### src/rtl/riscv_lsu_pkg.sv
// Shared types and constants for the RV32I load/store unit.
// Holds the funct3 encodings, the LSU state enum and the memory geometry.
package riscv_lsu_pkg;

    localparam int REG_WIDTH   = 32;
    localparam int MEM_SIZE    = 65536;
    localparam int MEM_WIDTH   = 4;
    localparam int LSU_TIMEOUT = 255;

    typedef enum logic [2:0] {
        LD_LB  = 3'd0,
        LD_LH  = 3'd1,
        LD_LW  = 3'd2,
        LD_LBU = 3'd4,
        LD_LHU = 3'd5
    } lsu_ld_funct3_e;

    typedef enum logic [2:0] {
        ST_SB = 3'd0,
        ST_SH = 3'd1,
        ST_SW = 3'd2
    } lsu_st_funct3_e;

    typedef enum logic [1:0] {
        LSU_IDLE,
        LSU_CHECK,
        LSU_REQ,
        LSU_DONE
    } lsu_state_t;

    // Loads 3/6/7 and stores 3..7 have no RV32I meaning.
    function automatic logic lsu_funct3_illegal(input logic we, input logic [2:0] funct3);
        if (we) begin
            return funct3 > 3'd2;
        end
        return (funct3 == 3'd3) || (funct3[2:1] == 2'b11);
    endfunction

endpackage

### src/rtl/riscv_lsu_if.sv
// Core-side request/response bundle and memory-side bus bundle of the LSU.
// The master modport is the side that initiates transfers on that bundle.
interface riscv_lsu_if
    import riscv_lsu_pkg::*;
#(
    parameter int XLEN = REG_WIDTH
) ();
    logic            lsu_valid_i;
    logic            lsu_ready_o;
    logic            lsu_we_i;
    logic [2:0]      lsu_funct3_i;
    logic [XLEN-1:0] lsu_addr_i;
    logic [XLEN-1:0] lsu_wdata_i;
    logic            lsu_done_o;
    logic [XLEN-1:0] lsu_rdata_o;
    logic            lsu_misalign_o;
    logic            lsu_fault_o;

    modport master (
        output lsu_valid_i, lsu_we_i, lsu_funct3_i, lsu_addr_i, lsu_wdata_i,
        input  lsu_ready_o, lsu_done_o, lsu_rdata_o, lsu_misalign_o, lsu_fault_o
    );
    modport slave (
        input  lsu_valid_i, lsu_we_i, lsu_funct3_i, lsu_addr_i, lsu_wdata_i,
        output lsu_ready_o, lsu_done_o, lsu_rdata_o, lsu_misalign_o, lsu_fault_o
    );
endinterface

interface riscv_lsu_mem_if
    import riscv_lsu_pkg::*;
#(
    parameter int XLEN = REG_WIDTH,
    parameter int AW   = $clog2(MEM_SIZE) - 2,
    parameter int BE_W = MEM_WIDTH
) ();
    logic            mem_req_o;
    logic            mem_we_o;
    logic [BE_W-1:0] mem_be_o;
    logic [AW-1:0]   mem_addr_o;
    logic [XLEN-1:0] mem_wdata_o;
    logic            mem_ack_i;
    logic [XLEN-1:0] mem_rdata_i;

    modport master (
        output mem_req_o, mem_we_o, mem_be_o, mem_addr_o, mem_wdata_o,
        input  mem_ack_i, mem_rdata_i
    );
    modport slave (
        input  mem_req_o, mem_we_o, mem_be_o, mem_addr_o, mem_wdata_o,
        output mem_ack_i, mem_rdata_i
    );
endinterface

### src/rtl/riscv_lsu_align.sv
// Combinational lane logic: byte enables, replicated write lanes and
// sign/zero extension of the selected read byte or half.
module riscv_lsu_align
    import riscv_lsu_pkg::*;
#(
    parameter int XLEN = REG_WIDTH,
    parameter int BE_W = MEM_WIDTH
) (
    input  logic [2:0]      funct3,
    input  logic [1:0]      addr_lo,
    input  logic [XLEN-1:0] wdata,
    input  logic [XLEN-1:0] mem_rdata,
    output logic [BE_W-1:0] be,
    output logic [XLEN-1:0] wdata_lane,
    output logic [XLEN-1:0] rdata_ext
);
    logic [1:0]  size;
    logic [7:0]  byte_sel;
    logic [15:0] half_sel;

    assign size = funct3[1:0];

    always_comb begin
        case (size)
            2'b00:   be = BE_W'(1) << addr_lo;
            2'b01:   be = BE_W'(3) << addr_lo;
            default: be = '1;
        endcase
    end

    // Each lane picks the byte it carries for the access width.
    for (genvar gi = 0; gi < BE_W; gi++) begin : g_lane
        assign wdata_lane[gi*8 +: 8] = (size == 2'b00) ? wdata[7:0] :
                                       (size == 2'b01) ? wdata[(gi % 2)*8 +: 8] :
                                                         wdata[gi*8 +: 8];
    end

    assign byte_sel = mem_rdata[{addr_lo, 3'b000} +: 8];
    assign half_sel = mem_rdata[{addr_lo[1], 4'b0000} +: 16];

    always_comb begin
        case (funct3)
            LD_LB:   rdata_ext = {{(XLEN-8){byte_sel[7]}}, byte_sel};
            LD_LH:   rdata_ext = {{(XLEN-16){half_sel[15]}}, half_sel};
            LD_LBU:  rdata_ext = {{(XLEN-8){1'b0}}, byte_sel};
            LD_LHU:  rdata_ext = {{(XLEN-16){1'b0}}, half_sel};
            default: rdata_ext = mem_rdata;
        endcase
    end

endmodule

### src/rtl/riscv_lsu.sv
// RV32I load/store unit: accepts one request, validates it, runs a single
// word-memory transaction with timeout, and returns extended data plus flags.
module riscv_lsu
    import riscv_lsu_pkg::*;
#(
    parameter int XLEN      = REG_WIDTH,
    parameter int MEM_BYTES = MEM_SIZE,
    parameter int BE_W      = MEM_WIDTH,
    parameter int TIMEOUT   = LSU_TIMEOUT
) (
    input  logic            clk,
    input  logic            rst_n,
    riscv_lsu_if.slave      core,
    riscv_lsu_mem_if.master mem
);
    localparam int AW = $clog2(MEM_BYTES) - 2;
    localparam int CW = $clog2(TIMEOUT + 1);

    lsu_state_t      state_q, state_d;
    logic            we_q, we_d;
    logic [2:0]      funct3_q, funct3_d;
    logic [XLEN-1:0] addr_q, addr_d;
    logic [XLEN-1:0] wdata_q, wdata_d;
    logic [CW-1:0]   cnt_q, cnt_d;
    logic            ready_q, ready_d;
    logic            done_q, done_d;
    logic [XLEN-1:0] rdata_q, rdata_d;
    logic            misalign_q, misalign_d;
    logic            fault_q, fault_d;
    logic            mreq_q, mreq_d;
    logic            mwe_q, mwe_d;
    logic [BE_W-1:0] mbe_q, mbe_d;
    logic [AW-1:0]   maddr_q, maddr_d;
    logic [XLEN-1:0] mwdata_q, mwdata_d;

    logic [BE_W-1:0] be_c;
    logic [XLEN-1:0] wlane_c;
    logic [XLEN-1:0] rext_c;
    logic            illegal_c;
    logic            misalign_c;
    logic            oor_c;

    riscv_lsu_align #(
        .XLEN (XLEN),
        .BE_W (BE_W)
    ) u_align (
        .funct3     (funct3_q),
        .addr_lo    (addr_q[1:0]),
        .wdata      (wdata_q),
        .mem_rdata  (mem.mem_rdata_i),
        .be         (be_c),
        .wdata_lane (wlane_c),
        .rdata_ext  (rext_c)
    );

    // Illegal codes never count as misaligned, so they always report a fault.
    assign illegal_c  = lsu_funct3_illegal(we_q, funct3_q);
    assign misalign_c = !illegal_c &&
                        (((funct3_q[1:0] == 2'b01) && addr_q[0]) ||
                         ((funct3_q[1:0] == 2'b10) && (addr_q[1:0] != 2'b00)));
    assign oor_c      = addr_q >= XLEN'(MEM_BYTES);

    always_comb begin
        state_d    = state_q;
        we_d       = we_q;
        funct3_d   = funct3_q;
        addr_d     = addr_q;
        wdata_d    = wdata_q;
        cnt_d      = cnt_q;
        ready_d    = ready_q;
        done_d     = 1'b0;
        rdata_d    = '0;
        misalign_d = 1'b0;
        fault_d    = 1'b0;
        mreq_d     = mreq_q;
        mwe_d      = mwe_q;
        mbe_d      = mbe_q;
        maddr_d    = maddr_q;
        mwdata_d   = mwdata_q;

        case (state_q)
            LSU_IDLE: begin
                if (core.lsu_valid_i && ready_q) begin
                    we_d     = core.lsu_we_i;
                    funct3_d = core.lsu_funct3_i;
                    addr_d   = core.lsu_addr_i;
                    wdata_d  = core.lsu_wdata_i;
                    cnt_d    = '0;
                    ready_d  = 1'b0;
                    state_d  = LSU_CHECK;
                end
            end
            LSU_CHECK: begin
                if (misalign_c) begin
                    misalign_d = 1'b1;
                    done_d     = 1'b1;
                    state_d    = LSU_DONE;
                end else if (illegal_c || oor_c) begin
                    fault_d = 1'b1;
                    done_d  = 1'b1;
                    state_d = LSU_DONE;
                end else begin
                    mreq_d   = 1'b1;
                    mwe_d    = we_q;
                    mbe_d    = be_c;
                    maddr_d  = addr_q[AW+1:2];
                    mwdata_d = wlane_c;
                    state_d  = LSU_REQ;
                end
            end
            LSU_REQ: begin
                if (mem.mem_ack_i) begin
                    rdata_d = we_q ? '0 : rext_c;
                    done_d  = 1'b1;
                    state_d = LSU_DONE;
                end else if (cnt_q == CW'(TIMEOUT - 1)) begin
                    fault_d = 1'b1;
                    done_d  = 1'b1;
                    state_d = LSU_DONE;
                end else begin
                    cnt_d = cnt_q + 1'b1;
                end
                if (state_d == LSU_DONE) begin
                    mreq_d   = 1'b0;
                    mwe_d    = 1'b0;
                    mbe_d    = '0;
                    maddr_d  = '0;
                    mwdata_d = '0;
                end
            end
            LSU_DONE: begin
                ready_d = 1'b1;
                state_d = LSU_IDLE;
            end
            default: begin
                ready_d = 1'b1;
                state_d = LSU_IDLE;
            end
        endcase
    end

    always_ff @(posedge clk or negedge rst_n) begin
        if (!rst_n) begin
            state_q    <= LSU_IDLE;
            we_q       <= 1'b0;
            funct3_q   <= '0;
            addr_q     <= '0;
            wdata_q    <= '0;
            cnt_q      <= '0;
            ready_q    <= 1'b1;
            done_q     <= 1'b0;
            rdata_q    <= '0;
            misalign_q <= 1'b0;
            fault_q    <= 1'b0;
            mreq_q     <= 1'b0;
            mwe_q      <= 1'b0;
            mbe_q      <= '0;
            maddr_q    <= '0;
            mwdata_q   <= '0;
        end else begin
            state_q    <= state_d;
            we_q       <= we_d;
            funct3_q   <= funct3_d;
            addr_q     <= addr_d;
            wdata_q    <= wdata_d;
            cnt_q      <= cnt_d;
            ready_q    <= ready_d;
            done_q     <= done_d;
            rdata_q    <= rdata_d;
            misalign_q <= misalign_d;
            fault_q    <= fault_d;
            mreq_q     <= mreq_d;
            mwe_q      <= mwe_d;
            mbe_q      <= mbe_d;
            maddr_q    <= maddr_d;
            mwdata_q   <= mwdata_d;
        end
    end

    assign core.lsu_ready_o    = ready_q;
    assign core.lsu_done_o     = done_q;
    assign core.lsu_rdata_o    = rdata_q;
    assign core.lsu_misalign_o = misalign_q;
    assign core.lsu_fault_o    = fault_q;
    assign mem.mem_req_o       = mreq_q;
    assign mem.mem_we_o        = mwe_q;
    assign mem.mem_be_o        = mbe_q;
    assign mem.mem_addr_o      = maddr_q;
    assign mem.mem_wdata_o     = mwdata_q;

endmodule

### src/flat_wrapper.sv
// flat-port wrapper written by rule: the top's interface ports become plain ports
module riscv_lsu_flat import riscv_lsu_pkg::*;
#(
    parameter int XLEN      = REG_WIDTH,
    parameter int MEM_BYTES = MEM_SIZE,
    parameter int BE_W      = MEM_WIDTH,
    parameter int TIMEOUT   = LSU_TIMEOUT
)
  (clk, rst_n, core_lsu_valid_i, core_lsu_we_i, core_lsu_funct3_i, core_lsu_addr_i, core_lsu_wdata_i, core_lsu_ready_o, core_lsu_done_o, core_lsu_rdata_o, core_lsu_misalign_o, core_lsu_fault_o, mem_mem_req_o, mem_mem_we_o, mem_mem_be_o, mem_mem_addr_o, mem_mem_wdata_o, mem_mem_ack_i, mem_mem_rdata_i);
  riscv_lsu_if #(.XLEN(XLEN)) core_i ();
  riscv_lsu_mem_if #(.XLEN(XLEN), .BE_W(BE_W)) mem_i ();
  input  logic clk;
  input  logic rst_n;
  input wire logic [$bits(core_i.lsu_valid_i)-1:0] core_lsu_valid_i;
  input wire logic [$bits(core_i.lsu_we_i)-1:0] core_lsu_we_i;
  input wire logic [$bits(core_i.lsu_funct3_i)-1:0] core_lsu_funct3_i;
  input wire logic [$bits(core_i.lsu_addr_i)-1:0] core_lsu_addr_i;
  input wire logic [$bits(core_i.lsu_wdata_i)-1:0] core_lsu_wdata_i;
  output wire logic [$bits(core_i.lsu_ready_o)-1:0] core_lsu_ready_o;
  output wire logic [$bits(core_i.lsu_done_o)-1:0] core_lsu_done_o;
  output wire logic [$bits(core_i.lsu_rdata_o)-1:0] core_lsu_rdata_o;
  output wire logic [$bits(core_i.lsu_misalign_o)-1:0] core_lsu_misalign_o;
  output wire logic [$bits(core_i.lsu_fault_o)-1:0] core_lsu_fault_o;
  output wire logic [$bits(mem_i.mem_req_o)-1:0] mem_mem_req_o;
  output wire logic [$bits(mem_i.mem_we_o)-1:0] mem_mem_we_o;
  output wire logic [$bits(mem_i.mem_be_o)-1:0] mem_mem_be_o;
  output wire logic [$bits(mem_i.mem_addr_o)-1:0] mem_mem_addr_o;
  output wire logic [$bits(mem_i.mem_wdata_o)-1:0] mem_mem_wdata_o;
  input wire logic [$bits(mem_i.mem_ack_i)-1:0] mem_mem_ack_i;
  input wire logic [$bits(mem_i.mem_rdata_i)-1:0] mem_mem_rdata_i;
  assign core_i.lsu_valid_i = core_lsu_valid_i;
  assign core_i.lsu_we_i = core_lsu_we_i;
  assign core_i.lsu_funct3_i = core_lsu_funct3_i;
  assign core_i.lsu_addr_i = core_lsu_addr_i;
  assign core_i.lsu_wdata_i = core_lsu_wdata_i;
  assign core_lsu_ready_o = core_i.lsu_ready_o;
  assign core_lsu_done_o = core_i.lsu_done_o;
  assign core_lsu_rdata_o = core_i.lsu_rdata_o;
  assign core_lsu_misalign_o = core_i.lsu_misalign_o;
  assign core_lsu_fault_o = core_i.lsu_fault_o;
  assign mem_mem_req_o = mem_i.mem_req_o;
  assign mem_mem_we_o = mem_i.mem_we_o;
  assign mem_mem_be_o = mem_i.mem_be_o;
  assign mem_mem_addr_o = mem_i.mem_addr_o;
  assign mem_mem_wdata_o = mem_i.mem_wdata_o;
  assign mem_i.mem_ack_i = mem_mem_ack_i;
  assign mem_i.mem_rdata_i = mem_mem_rdata_i;
  riscv_lsu #(.XLEN(XLEN), .MEM_BYTES(MEM_BYTES), .BE_W(BE_W), .TIMEOUT(TIMEOUT)) u_core (.clk(clk), .rst_n(rst_n), .core(core_i), .mem(mem_i));
endmodule
### config.mk
export PLATFORM = sky130hd
export DESIGN_NAME = riscv_lsu_flat
export DESIGN_NICKNAME = d
export VERILOG_FILES = /design/src/rtl/riscv_lsu_pkg.sv /design/src/rtl/riscv_lsu_if.sv /design/src/rtl/riscv_lsu_align.sv /design/src/rtl/riscv_lsu.sv /design/src/flat_wrapper.sv
export SDC_FILE = /design/constraint.sdc
export NUM_CORES = 1
export LEC_CHECK = 0
export CAP_MARGIN = 10
export CORE_UTILIZATION = 40
export CTS_CLUSTER_DIAMETER = 80
export DETAILED_ROUTE_END_ITERATION = 8
export PLACE_DENSITY = 0.7
export SYNTH_ARGS = -nofsm -noshare
export SYNTH_HDL_FRONTEND = slang
export SYNTH_SLANG_ARGS = --single-unit
### constraint.sdc
create_clock -name clk -period 2 [get_ports clk]
set_clock_uncertainty 0.05 [all_clocks]
set_input_delay 0.2 -clock clk [delete_from_list [all_inputs] [get_ports clk]]
set_output_delay 0.2 -clock clk [all_outputs]
set_load 0.01 [all_outputs]
==> results of run 1 <==
==> area by class of cell <==
cell class | count | area (um2) | area share
clock buffers | 23 | 448 | 0.0421
multi-input cells | 383 | 3180 | 0.299
inverters | 35 | 131 | 0.0123
flip-flops and latches | 166 | 4160 | 0.391
repair buffers | 229 | 2290 | 0.215
well taps | 229 | 287 | 0.0269
clock inverters | 8 | 150 | 0.0141
==> flip-flops by register name, indices dropped and copies added (netlist names) <==
register	count
u_core.we_q	1
u_core.funct3_q	3
u_core.core.lsu_misalign_o	1
u_core.wdata_q	32
u_core.mem.mem_wdata_o	32
u_core.state_q	2
u_core.core.lsu_done_o	1
u_core.addr_q	32
u_core.mem.mem_req_o	1
u_core.cnt_q	8
u_core.core.lsu_rdata_o	32
u_core.core.lsu_ready_o	1
u_core.mem.mem_we_o	1
u_core.mem.mem_addr_o	14
u_core.core.lsu_fault_o	1
u_core.mem.mem_be_o	4
==> worst max path at each step <==
stage,from,endpoint,slack [ns]
floorplan,u_core.state_q[0],u_core.mem.mem_addr_o[0],-0.01
global placement,u_core.addr_q[26],u_core.mem.mem_wdata_o[11],-0.19
detailed placement,u_core.addr_q[19],u_core.mem.mem_wdata_o[12],-0.23
CTS,u_core.addr_q[19],u_core.mem.mem_wdata_o[12],-0.20
global route,u_core.addr_q[26],u_core.mem.mem_wdata_o[1],-0.26
finish,u_core.addr_q[22],u_core.mem.mem_wdata_o[12],-0.20
==> through the flow <==
step           total power, mW  hold WS, ns  area [um2]  setup slack (ns)  setup TNS (ns)
3_3_place_gp              13.7       0.0919        9960            -0.187           -8.70
6_report                  17.4        0.213       10600            -0.205           -8.52
2_1_floorplan             10.9       -0.146        7580           -0.0107          -0.517
5_1_grt                   18.4        0.253       10600            -0.259          -12.20
3_5_place_dp              14.0        0.101        9960            -0.234          -10.78
4_1_cts                   17.4        0.223       10600            -0.195           -8.64
==> worst max-delay path, stage by stage (launching register included) <==
cell and delay, ns:
dfrtp_1 0.38, nor4_1 0.28, nand4_1 0.18, o41ai_4 0.37, o2111ai_4 0.22, buf_12 0.23, mux2_4 0.33
==> kinds of logic after synthesis <==
group / after synthesis / synth area share
flip-flops: 166 / 0.550
multiplexers: 138 / 0.229
AND/OR/NAND/NOR: 138 / 0.0834
AO/OA/AOI/OAI: 95 / 0.0818
buffers and inverters: 69 / 0.0396
XOR/XNOR: 6 / 0.00695
adder cells (fa/ha/maj): 6 / 0.00993
==> cell usage in the layout (no fill, tap or decap), drive strengths merged, types with 3 or more instances in the layout <==
cell           synthesis  layout
dfrtp                165     165
mux2i                 17      17
buf                   16      37
nor2                  45      45
clkdlybuf4s50          0     190
bufinv                 0       4
nand3                  6       6
nand4                  5       5
inv                   35      35
nor2b                 24      24
nor3                   7       7
a221oi                 8       8
clkbuf                18      24
a21oi                 43      43
nor4                   3       3
mux2                 120     120
o21ai                 16      16
a211oi                 4       4
nand2                 43      43
xnor2                  6       6
ha                     6       6
o22ai                  7       7
clkinv                 0       3
==> repair_timing <==
| item | 4_1_cts | 5_1_grt |
|---|---|---|
| pin swaps | 0 | 2 |
| hold buffers | 1 | 0 |
| hold endpoints to repair | 41 | 0 |
| gates resized for setup | 3 | 10 |
| endpoints found under the setup margin | 54 | 58 |
| setup buffers | 0 | 1 |
| cloned | 0 | 0 |
==> routing by layer <==
metal	up-vias	routed length (um)
li1	2554	-
met1	2707	8200
met2	221	9400
met3	24	1080
met4	0	313
met5	-	0
==> where the power goes <==
group	switching, mW	leakage (nW)	internal [mW]	total, mW
Combinational	3.59	2.49	4.71	8.30
Clock	1.28	0.285	2.09	3.37
Sequential	0.927	2.09	4.77	5.69
Total	5.80	4.86	11.6	17.4
==> flow_summary.ini, run 1 <==
[run_status]
status = complete, but fails checks
violations = negative setup slack

[drt]
drt_iter0_drc = 312
ant_nets = 0
vias_per_cell = 5.13
drc = 0
vias = 5506
drtPass1Iterations = 7
drt-total-wl_mm = 19.0
routedWlPerCell_um = 17.7

[sta]
slew_headroom = 0.691
rsz0062_at_grt = yes
hold_violations = 0
drv_slew = 0
fin_crit_sh = 1.10
setup_viol = 51
timing.final.crit_period_ns = 2.20
fmax_ghz = 0.454
worstMarginPinSlew_ns = 0.452
fin_ws_ns = -0.205

[cells_and_area]
layoutNonFillerInstCount = 1073
postLayoutCoreUtil = 0.582
diodes = 0
drive_above_1_share = 0.241
finalNetCount = 942
fillers = 1481
area_growth_pct = 40.8

[placed_design]
dp.cells = 1040
place_congestion = 0.876
port_buffers = 191
dp_hpwl_mm = 13.5

[yosys]
synth.top_cell.area_share = 0.546
synth_cell_types = 43
synth_nets = 728
yosys_warnings = 0
synth_ff_type = dfrtp_1
netlist_area_um2 = 7560
synth_enable_flop_cells = 0
yosysSeqAreaShare = 0.550
ys_top_cells_by_area = dfrtp_1, mux2_2, mux2_4
ys_ff_latch = 166
avgSynthCellArea_um2 = 12.2
yosysMostFrequentCell = dfrtp_1
synth-async-reset-ratio = 1.00
synthTopCellsByCount = dfrtp_1, mux2_2, mux2_4
netlist_instances = 618
synth_top_area_cell = dfrtp_1

[power_and_ir_drop]
leakagePower_nw = 4.86
vdd_drop_max_v = 0.000924
power_density_nw_per_um2 = 1630

[floorplan]
rows = 49
die_w_um = 139
die_h_um = 139
die-area_um2 = 19500
pin_count = 192
initial_utilization = 0.414
core_um2 = 18300

[run]
timing.max_cap.violations = 0

[critical_path]
r2r_slack_ns = -0.20
regToRegEndpoint = u_core.mem.mem_wdata_o[12]
end_kind = register
critical_path_arrival_ns = 2.46
required_ns = 2.26
crit_type = register to register
critPathLaunchType = register
r2r-start = u_core.addr_q[22]
path_max_fanout = 29
reg2reg_depth = 6

[cts]
clkTransAtPathRegs_ns = 0.06
cts_htree_levels = 4
clock-sinks = 166
cts_tree = built
numCtsBuffers = 17
clockBufferDepth = 2
clkLatencyLatePin_ns = 0.42
cts_root_buffer = clkbuf_16

[global_routing]
antenna_found_initial = 0
grt_pass1_wl_mm = 30.6
grt-ovfl-total = 0
grt_max_degree = 73
busiest_layer = met2
use_met2 = 0.348
gr-usage-met3 = 0.0451
met1_usage = 0.255
grt_use_total = 0.205
grt_pass1_vias = 5837

[min_path]
hp-class = primary input to asynchronous set/reset pin
Power figures use the tool's default switching activity.
==> run 2: changes to the inputs <==
--- a/config.mk
+++ b/config.mk
@@ -5,7 +5,7 @@
 export SDC_FILE = /design/constraint.sdc
 export NUM_CORES = 1
 export LEC_CHECK = 0
-export CAP_MARGIN = 10
+export CAP_MARGIN = 0
 export CORE_UTILIZATION = 40
 export CTS_CLUSTER_DIAMETER = 80
 export DETAILED_ROUTE_END_ITERATION = 8
==> results of run 2 <==
No change in the layout: final DEF, timing and power equal those of run 1.
==> run 3: changes to the inputs <==
--- a/config.mk
+++ b/config.mk
@@ -9,7 +9,8 @@
 export CORE_UTILIZATION = 40
 export CTS_CLUSTER_DIAMETER = 80
 export DETAILED_ROUTE_END_ITERATION = 8
-export PLACE_DENSITY = 0.7
+export GPL_ROUTABILITY_DRIVEN = 0
+export PLACE_DENSITY = 0.67
 export SYNTH_ARGS = -nofsm -noshare
 export SYNTH_HDL_FRONTEND = slang
 export SYNTH_SLANG_ARGS = --single-unit
==> constraint.sdc (replaced) <==
create_clock -name clk -period 2.1 [get_ports clk]
set_clock_uncertainty 0.05 [all_clocks]
set_input_delay 0.21 -clock clk [delete_from_list [all_inputs] [get_ports clk]]
set_output_delay 0.21 -clock clk [all_outputs]
set_load 0.01 [all_outputs]
==> flow_summary.ini, run 3 (synthesized netlist as in run 1, its figures left out) <==
[sta]
fin_setup_tns_ns = -3.49
drv_slew = 0
hold_slack_ns = 0.286
fin_crit_sh = 1.04
hold_violations = 0
setup_viol = 51
worstMarginPinSlew_ns = 0.606
slew_headroom = 0.596
fin_ws_ns = -0.0879
fmax_ghz = 0.457
rsz0062_at_grt = yes
timing.final.crit_period_ns = 2.19

[cts]
clock-sinks = 166
clkLatencyLatePin_ns = 0.42
numCtsBuffers = 17
cts_htree_levels = 4
cts_root_buffer = clkbuf_16
cts_tree = built
clkTransAtPathRegs_ns = 0.06
clockBufferDepth = 2

[drt]
vias_per_cell = 5.12
routedWlPerCell_um = 18.0
drc = 0
drt_iter0_drc = 291
drt-total-wl_mm = 19.2
vias = 5470
ant_nets = 0
drtPass1Iterations = 4

[cells_and_area]
multiInputGateArea_um2 = 3140
diodes = 0
fillers = 1502
drive_above_1_share = 0.235
finalNetCount = 938
layout_common_cells = clkdlybuf4s50_1, dfrtp_1, mux2_2, mux2_4, nor2_1
final_area_um2 = 10500
postLayoutCoreUtil = 0.577
mostFrequentLayoutCell = clkdlybuf4s50_1
area_growth_pct = 39.5
seq_area_um2 = 4160

[global_routing]
antenna_found_initial = 1
grt-ovfl-total = 0
grt_use_total = 0.206
grt_pass1_wl_mm = 30.9
grt_max_degree = 61
grt_pass1_vias = 5693

[critical_path]
path_cells = nor4_2, nand4_1, o41ai_4, o2111ai_4, buf_12, mux2_4
critPathLaunchType = register
crit_type = register to register
slowest_delay_ns = 0.39
critPathTopFamily = compound AO/OA/AOI/OAI gates
required_ns = 2.35
cpMaxStageDelayCell = dfrtp_1
path_buf_inv = 1
path_max_fanout = 28
end_kind = register
critical_path_arrival_ns = 2.43

[power_and_ir_drop]
power_density_nw_per_um2 = 1550
total_power_mw = 16.4
vdd_drop_max_v = 0.000985
leakagePower_nw = 4.84

[floorplan]
core_um2 = 18300
initial_utilization = 0.414
die_w_um = 139
rows = 49
pin_count = 192
die-area_um2 = 19500
die_h_um = 139

[min_path]
hp-class = primary input to asynchronous set/reset pin

[run_status]
violations = negative setup slack
status = complete, but fails checks

[placed_design]
dp_hpwl_mm = 13.8
port_buffers = 191
place_area_um2 = 9910

[run]
timing.max_cap.violations = 0
[run 3: cell types whose count changed in the layout (fill, tap and decap cells not counted), moves of 3 or more]
| cell | previous run | this run |
|---|---|---|
| a211oi_1 | 0 | 4 |
| a211oi_2 | 4 | 0 |
| clkinv_2 | 1 | 4 |
| clkbuf_1 | 6 | 2 |
[run 3: area by class of cell]
| type | instances | share of cell area |
|---|---|---|
| Sequential cell | 166 | 0.394 |
| Multi-Input combinational cell | 383 | 0.298 |
| Timing Repair Buffer | 225 | 0.212 |
| Clock buffer | 22 | 0.0450 |
| Tap cell | 229 | 0.0272 |
| Inverter | 35 | 0.0125 |
| Clock inverter | 9 | 0.0119 |
[run 3: path summary, 6_finish.rpt]
kind	slack [ns]	startpoint	cells after the start	end
setup / recovery	-0.09	u_core.addr_q[19]	6	u_core.mem.mem_wdata_o[27]
hold / removal	0.29	rst_n	2	u_core.core.lsu_rdata_o[28]
setup reg to reg	-0.09	u_core.addr_q[19]	6	u_core.mem.mem_wdata_o[27]
hold reg to reg	0.44	u_core.addr_q[8]	1	u_core.addr_q[8]
max in group asynchronous	0.95	rst_n	3	u_core.cnt_q[0]
min in group clk	0.33	mem_mem_rdata_i[19]	3	u_core.core.lsu_rdata_o[19]
[run 3: per-layer routing]
layer,vias up,global-route usage,wire (um)
met1,2727,0.270,8700
met3,23,0.0502,999
met2,165,0.334,9190
li1,2555,-,-
met4,0,0.0678,299
met5,-,0,0
[run 3: what timing repair did]
| item | in CTS | in global routing |
|---|---|---|
| buffers inserted | 1 | 1 |
| cloned | 0 | 0 |
| pin swaps | 1 | 1 |
| resized for setup | 1 | 2 |
| setup endpoints to repair | 52 | 52 |
| hold endpoints to repair | 56 | 0 |
| hold buffers | 1 | 0 |
[run 3: per-stage QoR]
step / setup slack (ns) / std cells
2_1_floorplan: 0.0219 / 618
3_3_place_gp: -0.130 / 1035
3_5_place_dp: -0.301 / 1035
4_1_cts: -0.135 / 1068
5_1_grt: -0.202 / 1069
6_report: -0.0879 / 1069
[run 3: where the power goes]
| part | switching, mW | internal, mW |
|---|---|---|
| logic | 3.38 | 4.38 |
| clock network | 1.22 | 1.95 |
| registers | 0.902 | 4.54 |
